File: src/rtl/sample_stream_uart_tx_if.sv
// Purpose: AXI-Stream style word handshake between the acquisition monitors and
//          the UART sample transmitter.
// Signals: tdata  - 32-bit sample word (low half carries the value)
//          tvalid - source has a word
//          tready - sink can accept a word
interface sample_stream_uart_tx_if;
    localparam int unsigned DATA_W = 32;

    logic [DATA_W-1:0] tdata;
    logic              tvalid;
    logic              tready;

    modport master (output tdata, output tvalid, input tready);
    modport slave  (input tdata, input tvalid, output tready);
endinterface

File: src/rtl/sample_stream_uart_tx.sv
// Purpose: accepts 32-bit sample words and sends tdata[15:0] as unsigned decimal
//          ASCII followed by CR LF over an 8N1 UART.
// Ports:   clk      - system clock
//          reset    - synchronous, active-high reset
//          s_axis   - sample stream sink (tdata/tvalid in, tready out)
//          uart_txd - serial output, idle high, driven from a flop
//          busy     - high from word acceptance until the last stop bit ends
module sample_stream_uart_tx #(
    parameter int unsigned CLK_HZ = 100_000_000,
    parameter int unsigned BAUD   = 115_200
) (
    input  logic                    clk,
    input  logic                    reset,
    sample_stream_uart_tx_if.slave  s_axis,
    output logic                    uart_txd,
    output logic                    busy
);
    localparam int unsigned CLKS_PER_BIT = CLK_HZ / BAUD;
    localparam int unsigned CNT_W  = (CLKS_PER_BIT > 1) ? $clog2(CLKS_PER_BIT) : 1;
    localparam int unsigned BIN_W  = 16;
    localparam int unsigned BCD_W  = 20;
    localparam int unsigned ITER_W = 4;
    localparam int unsigned BIT_W  = 4;
    localparam int unsigned IDX_W  = 3;
    localparam int unsigned SHR_W  = 9;

    typedef enum logic [1:0] {
        IDLE    = 2'd0,
        CONVERT = 2'd1,
        LOAD    = 2'd2,
        SEND    = 2'd3
    } state_t;

    state_t              state_q, state_d;
    logic [BIN_W-1:0]    bin_q, bin_d;
    logic [BCD_W-1:0]    bcd_q, bcd_d;
    logic [ITER_W-1:0]   iter_q, iter_d;
    logic [IDX_W-1:0]    idx_q, idx_d;      // character slot: 0..4 digits (MSD first), 5 CR, 6 LF
    logic [SHR_W-1:0]    shift_q, shift_d;  // remaining data bits plus stop bit
    logic [BIT_W-1:0]    bit_q, bit_d;      // bit position within the frame, 0 = start
    logic [CNT_W-1:0]    clk_cnt_q, clk_cnt_d;
    logic                txd_q, txd_d;
    logic                tready_q, tready_d;
    logic                busy_q, busy_d;

    logic [BCD_W+BIN_W-1:0] dd_shift;
    logic [7:0]             load_char;

    // Double-dabble correction: every BCD digit >= 5 gets +3 before the shift.
    function automatic logic [BCD_W-1:0] dd_adjust(input logic [BCD_W-1:0] b);
        logic [BCD_W-1:0] r;
        r = b;
        for (int i = 0; i < 5; i++) begin
            if (r[i*4 +: 4] >= 4'd5) r[i*4 +: 4] = r[i*4 +: 4] + 4'd3;
        end
        return r;
    endfunction

    // Slot of the most significant non-zero digit; the units slot when the value is 0.
    function automatic logic [IDX_W-1:0] first_slot(input logic [BCD_W-1:0] b);
        logic [IDX_W-1:0] s;
        s = 3'd4;
        for (int i = 3; i >= 0; i--) begin
            if (b[(4-i)*4 +: 4] != 4'd0) s = IDX_W'(i);
        end
        return s;
    endfunction

    assign dd_shift = {dd_adjust(bcd_q), bin_q} << 1;

    // Character for the current slot.
    always_comb begin
        load_char = 8'h0A;
        case (idx_q)
            3'd0:    load_char = 8'h30 + {4'h0, bcd_q[19:16]};
            3'd1:    load_char = 8'h30 + {4'h0, bcd_q[15:12]};
            3'd2:    load_char = 8'h30 + {4'h0, bcd_q[11:8]};
            3'd3:    load_char = 8'h30 + {4'h0, bcd_q[7:4]};
            3'd4:    load_char = 8'h30 + {4'h0, bcd_q[3:0]};
            3'd5:    load_char = 8'h0D;
            default: load_char = 8'h0A;
        endcase
    end

    // Next-state and datapath.
    always_comb begin
        state_d   = state_q;
        bin_d     = bin_q;
        bcd_d     = bcd_q;
        iter_d    = iter_q;
        idx_d     = idx_q;
        shift_d   = shift_q;
        bit_d     = bit_q;
        clk_cnt_d = clk_cnt_q;
        txd_d     = txd_q;

        case (state_q)
            IDLE: begin
                txd_d = 1'b1;
                if (s_axis.tvalid) begin
                    bin_d   = s_axis.tdata[BIN_W-1:0];
                    bcd_d   = '0;
                    iter_d  = '0;
                    state_d = CONVERT;
                end
            end
            CONVERT: begin
                {bcd_d, bin_d} = dd_shift;
                iter_d         = iter_q + 4'd1;
                if (iter_q == 4'd15) begin
                    idx_d   = first_slot(dd_shift[BCD_W+BIN_W-1:BIN_W]);
                    state_d = LOAD;
                end
            end
            LOAD: begin
                shift_d   = {1'b1, load_char};
                txd_d     = 1'b0;
                bit_d     = '0;
                clk_cnt_d = '0;
                state_d   = SEND;
            end
            SEND: begin
                if (clk_cnt_q == CNT_W'(CLKS_PER_BIT - 1)) begin
                    clk_cnt_d = '0;
                    if (bit_q == 4'd9) begin
                        // Stop bit finished; line stays high through LOAD or IDLE.
                        if (idx_q == 3'd6) begin
                            state_d = IDLE;
                        end else begin
                            idx_d   = idx_q + 3'd1;
                            state_d = LOAD;
                        end
                    end else begin
                        txd_d   = shift_q[0];
                        shift_d = {1'b0, shift_q[SHR_W-1:1]};
                        bit_d   = bit_q + 4'd1;
                    end
                end else begin
                    clk_cnt_d = clk_cnt_q + CNT_W'(1);
                end
            end
            default: state_d = IDLE;
        endcase

        tready_d = (state_d == IDLE);
        busy_d   = (state_d != IDLE);
    end

    // State and datapath registers.
    always_ff @(posedge clk) begin
        if (reset) begin
            state_q   <= IDLE;
            bin_q     <= '0;
            bcd_q     <= '0;
            iter_q    <= '0;
            idx_q     <= '0;
            shift_q   <= '1;
            bit_q     <= '0;
            clk_cnt_q <= '0;
            txd_q     <= 1'b1;
            tready_q  <= 1'b1;
            busy_q    <= 1'b0;
        end else begin
            state_q   <= state_d;
            bin_q     <= bin_d;
            bcd_q     <= bcd_d;
            iter_q    <= iter_d;
            idx_q     <= idx_d;
            shift_q   <= shift_d;
            bit_q     <= bit_d;
            clk_cnt_q <= clk_cnt_d;
            txd_q     <= txd_d;
            tready_q  <= tready_d;
            busy_q    <= busy_d;
        end
    end

    assign s_axis.tready = tready_q;
    assign uart_txd      = txd_q;
    assign busy          = busy_q;
endmodule
File: src/flat_wrapper.sv
// flat-port wrapper written by rule: the top's interface ports become plain ports
module sample_stream_uart_tx_flat 
#(
    parameter int unsigned CLK_HZ = 100_000_000,
    parameter int unsigned BAUD   = 115_200
)
  (clk, reset, uart_txd, busy, s_axis_tdata, s_axis_tvalid, s_axis_tready);
  sample_stream_uart_tx_if s_axis_i ();
  input  logic clk;
  input  logic reset;
  output logic uart_txd;
  output logic busy;
  input wire logic [$bits(s_axis_i.tdata)-1:0] s_axis_tdata;
  input wire logic [$bits(s_axis_i.tvalid)-1:0] s_axis_tvalid;
  output wire logic [$bits(s_axis_i.tready)-1:0] s_axis_tready;
  assign s_axis_i.tdata = s_axis_tdata;
  assign s_axis_i.tvalid = s_axis_tvalid;
  assign s_axis_tready = s_axis_i.tready;
  sample_stream_uart_tx #(.CLK_HZ(CLK_HZ), .BAUD(BAUD)) u_core (.clk(clk), .reset(reset), .s_axis(s_axis_i), .uart_txd(uart_txd), .busy(busy));
endmodule
File: config.mk
export PLATFORM = sky130hd
export DESIGN_NAME = sample_stream_uart_tx_flat
export DESIGN_NICKNAME = d
export VERILOG_FILES = /design/src/rtl/sample_stream_uart_tx_if.sv /design/src/rtl/sample_stream_uart_tx.sv /design/src/flat_wrapper.sv
export SDC_FILE = /design/constraint.sdc
export NUM_CORES = 1
export LEC_CHECK = 0
export CORE_MARGIN = 2
export CORE_UTILIZATION = 55
export CTS_CLUSTER_SIZE = 20
export DETAILED_ROUTE_END_ITERATION = 10
export DONT_BUFFER_PORTS = 1
export GPL_TIMING_DRIVEN = 0
export PLACE_DENSITY = 0.7
export SLEW_MARGIN = 20
export SYNTH_ARGS = -nofsm -noshare
export SYNTH_HDL_FRONTEND = slang
export SYNTH_SLANG_ARGS = --single-unit
File: constraint.sdc
create_clock -name clk -period 2.6 [get_ports clk]
set_clock_uncertainty 0.05 [all_clocks]
set_input_delay 0.78 -clock clk [delete_from_list [all_inputs] [get_ports clk]]
set_output_delay 0.78 -clock clk [all_outputs]
set_load 0.05 [all_outputs]
==> flow_summary.toml <==
[run_status]
outcome = "finished clean"

[place]
hpwl_um = 6340
place_congestion = 0.904
io_buffers = 0
dp_cells = 542

[setup_path]
rr_worst_depth = 8
reg2reg_setup_slack_ns = 0.17
critical_path_class = "reg -> reg"
arrival_ns = 2.59
required_ns = 2.76
reg2reg_from = "u_core.bcd_q[5]"
end_kind = "flip-flop"
cp-start-kind = "flip-flop"
worst-path-max-fanout = 5
reg2reg_to = "u_core.idx_q[1]"

[sta]
relSlewSlack_pct = 51.0
rsz0062_at_grt = "false"
fin_crit_ns = 2.43
worst_pin_slew_ns = 0.730
fin_crit_sh_pct = 93.4
slew_viol_final = 0
hold_violations = 0
timing.setup.tns_ns = 0
max_clock_freq_mhz = 412
setup_viol = 0

[pwr]
p_leak_uw = 0.00151
power.clock.fraction_pct = 44.4
p_per_area_nw_per_um2 = 553
pwr-share-comb_pct = 5.5
seqPwrFrac_pct = 50.0
p_int_uw = 1750
ir_drop_mv = 0.305
p_sw_uw = 530
swShare_pct = 23.3

[worst_hold_path]
min_from = "u_core.shift_q[3]"
min_to = "u_core.shift_q[3]"
hold_depth = 1
hp-class = "reg -> reg"

[drt]
routed_wl_um = 8980
avgViaCountPerCell = 6.08
via_count = 3394
ant_nets = 0
wl_per_cell_um = 16.1
drcViolationCount = 0
drt_iter0_drc = 205
dr.pass1.iters = 4

[cells_and_area]
drive_above_1_share_pct = 6.49
fin_cells = 558
regArea_sq_um = 1420
syn2layout_area_growth_pct = 8.87
fin_nets = 527
multi_input_area_sq_um = 2120
antenna_cells = 0
fill_cells = 612

[clock_network]
clock_sinks = 71
cts_buffers = 9
clk_pin_slew_worst_paths_ns = 0.07
ctsHoldBuffers = 0
cts-root-buf = "clkbuf_8"
insertion_delay_ns = 0.36
htree_levels = 3
cts_tree = "built"
cts_buffer_depth = 2

[floorplan]
dieHeight_um = 86.9
core_sq_um = 6720
dieArea_sq_um = 7560
io_pins = 38
die_x_um = 86.9
initial_core_util_pct = 56.3
std_cell_rows = 30

[synthesis]
synth_ff_type = "dfxtp_1"
synth_edf_count = 0
synth_warnings = 0
async_flop_share_pct = 0
ys_ff_latch = 71
syn_area_per_cell_sq_um = 8.19
synth.distinct_cells = 59
seq_area_frac_synth_pct = 37.6
synthCells = 462
syn-cell-area_sq_um = 3780
syn_nets = 516

[global_routing]
grt-ovfl-total = 0
grt_util_all_layers_pct = 24.7
grt_max_degree = 13
antenna_found_initial = 0
grt_pass1_wl_um = 14800
grt_pass1_vias = 3103

[flow_run]
cap_viol_max_count = 0
[power by group through the flow]
| stage | sequential (uW) | clock, uW | combinational, uW |
|---|---|---|---|
| 2_1_floorplan | 1160 | 0 | 93.7 |
| 4_1_cts | 1140 | 1030 | 126 |
| 3_5_place_dp | 1160 | 0 | 125 |
| 6_report | 1140 | 1010 | 126 |
| 5_1_grt | 1140 | 1070 | 141 |
| 3_3_place_gp | 1160 | 0 | 122 |
[cell type report]
type                       instances  share of cell area, %
buffer                            28                   3.07
clock buffer                      11                   3.68
clock inverter                     5                   1.94
inverter                          31                   2.83
multi-input combinational        332                   51.5
sequential                        71                   34.5
tap                               80                   2.43
[worst max-delay path, cell delays in order, from the launching register on]
cell and delay [ns]:
dfxtp_1 0.44, inv_1 0.11, ha_1 0.18, nand2b_1 0.16, a21oi_1 0.36, mux2i_2 0.39, nand2_1 0.08, o311ai_1 0.38
a311oi_1 0.15
[sequential cells by signal (all words and copies together) (netlist names), 2 cells and up]
name and cells:
u_core.bcd_q 20, u_core.idx_q 3, u_core.state_q 2, u_core.bit_q 4, u_core.bin_q 16, u_core.clk_cnt_q 10
u_core.shift_q 9, u_core.iter_q 4
[per-layer routing]
layer	global-route usage, %	vias up	wire [um]
met5	0	-	0
met4	9.94	0	135
met3	3.51	13	334
met2	38.7	61	4010
met1	34.4	1622	4500
li1	-	1698	-
[cell usage after synthesis (2+ instances only)]
cell / number / area share [%]
a211o_1: 7 / 1.6
a41oi_1: 2 / 0.46
a22oi_1: 19 / 3.8
nor3b_1: 8 / 1.6
nor2_1: 67 / 6.6
a21oi_1: 34 / 4.5
nand2_1: 27 / 2.7
a211oi_1: 7 / 1.4
ha_1: 19 / 6.3
nand4_1: 3 / 0.50
xor2_1: 2 / 0.46
xnor2_1: 5 / 1.2
dfxtp_1: 71 / 38
and2_1: 4 / 0.66
mux2i_1: 6 / 1.6
a221oi_1: 16 / 3.7
nor3_1: 8 / 1.1
o21ai_0: 24 / 3.2
buf_1: 2 / 0.20
nand3_1: 8 / 1.1
a311oi_1: 3 / 0.69
inv_1: 31 / 3.1
a221o_1: 2 / 0.53
o22ai_1: 15 / 2.5
buf_2: 3 / 0.40
nor4_1: 2 / 0.33
a21o_1: 5 / 0.99
and3_1: 6 / 0.99
clkbuf_1: 21 / 2.1
nand2b_1: 6 / 0.99
[what timing repair did]
item,CTS,global route
endpoints found under the hold margin,0,0
setup endpoints to repair,0,1
resized for setup,0,1
buffers inserted,0,0
[kinds of logic (layout without fill, tap and decap cells)]
logic type | Yosys count | count (layout) | share of synthesized area (%)
fa+ha+maj | 19 | 19 | 6.29
compound gates | 150 | 150 | 27.6
xor+xnor | 7 | 7 | 1.62
simple gates | 149 | 149 | 18.7
flops | 71 | 71 | 37.6
mux | 7 | 7 | 1.89
buf+inv | 59 | 75 | 6.42
[placed cells by master, fill, tap and decap left out, types with 12 or more instances in the layout]
| cell | Yosys | final |
|---|---|---|
| clkbuf_1 | 21 | 21 |
| a22oi_1 | 19 | 19 |
| a21oi_1 | 34 | 34 |
| inv_1 | 31 | 31 |
| o22ai_1 | 15 | 15 |
| ha_1 | 19 | 19 |
| nand2_1 | 27 | 27 |
| a221oi_1 | 16 | 16 |
| dfxtp_1 | 71 | 71 |
| nor2_1 | 67 | 67 |
| o21ai_0 | 24 | 24 |
| clkbuf_8 | 1 | 12 |
[per-stage QoR]
| stage | total power [uW] | worst slack (ns) | hold WS [ns] | instance area [sq um] | util, % |
|---|---|---|---|---|---|
| floorplan | 1250 | 0.531 | 0.367 | 3780 | - |
| global placement | 1290 | 0.300 | 0.387 | 3880 | 57.8 |
| detailed placement | 1290 | 0.233 | 0.396 | 3880 | 57.8 |
| CTS | 2290 | 0.183 | 0.413 | 4110 | 61.2 |
| global route | 2360 | 0.0372 | 0.436 | 4120 | 61.3 |
| finish | 2280 | 0.171 | 0.411 | 4120 | 61.3 |
[worst max path at each step]
stage | endpoint | depth (start not counted) | startpoint
4_1_cts | u_core.idx_q[1] | 8 | u_core.bcd_q[5]
3_3_place_gp | u_core.idx_q[1] | 8 | u_core.bcd_q[5]
2_1_floorplan | u_core.idx_q[2] | 8 | u_core.bcd_q[17]
5_1_grt | u_core.idx_q[1] | 8 | u_core.bcd_q[5]
6_report | u_core.idx_q[1] | 8 | u_core.bcd_q[5]
3_5_place_dp | u_core.idx_q[1] | 8 | u_core.bcd_q[5]
Power figures use the tool's default switching activity.
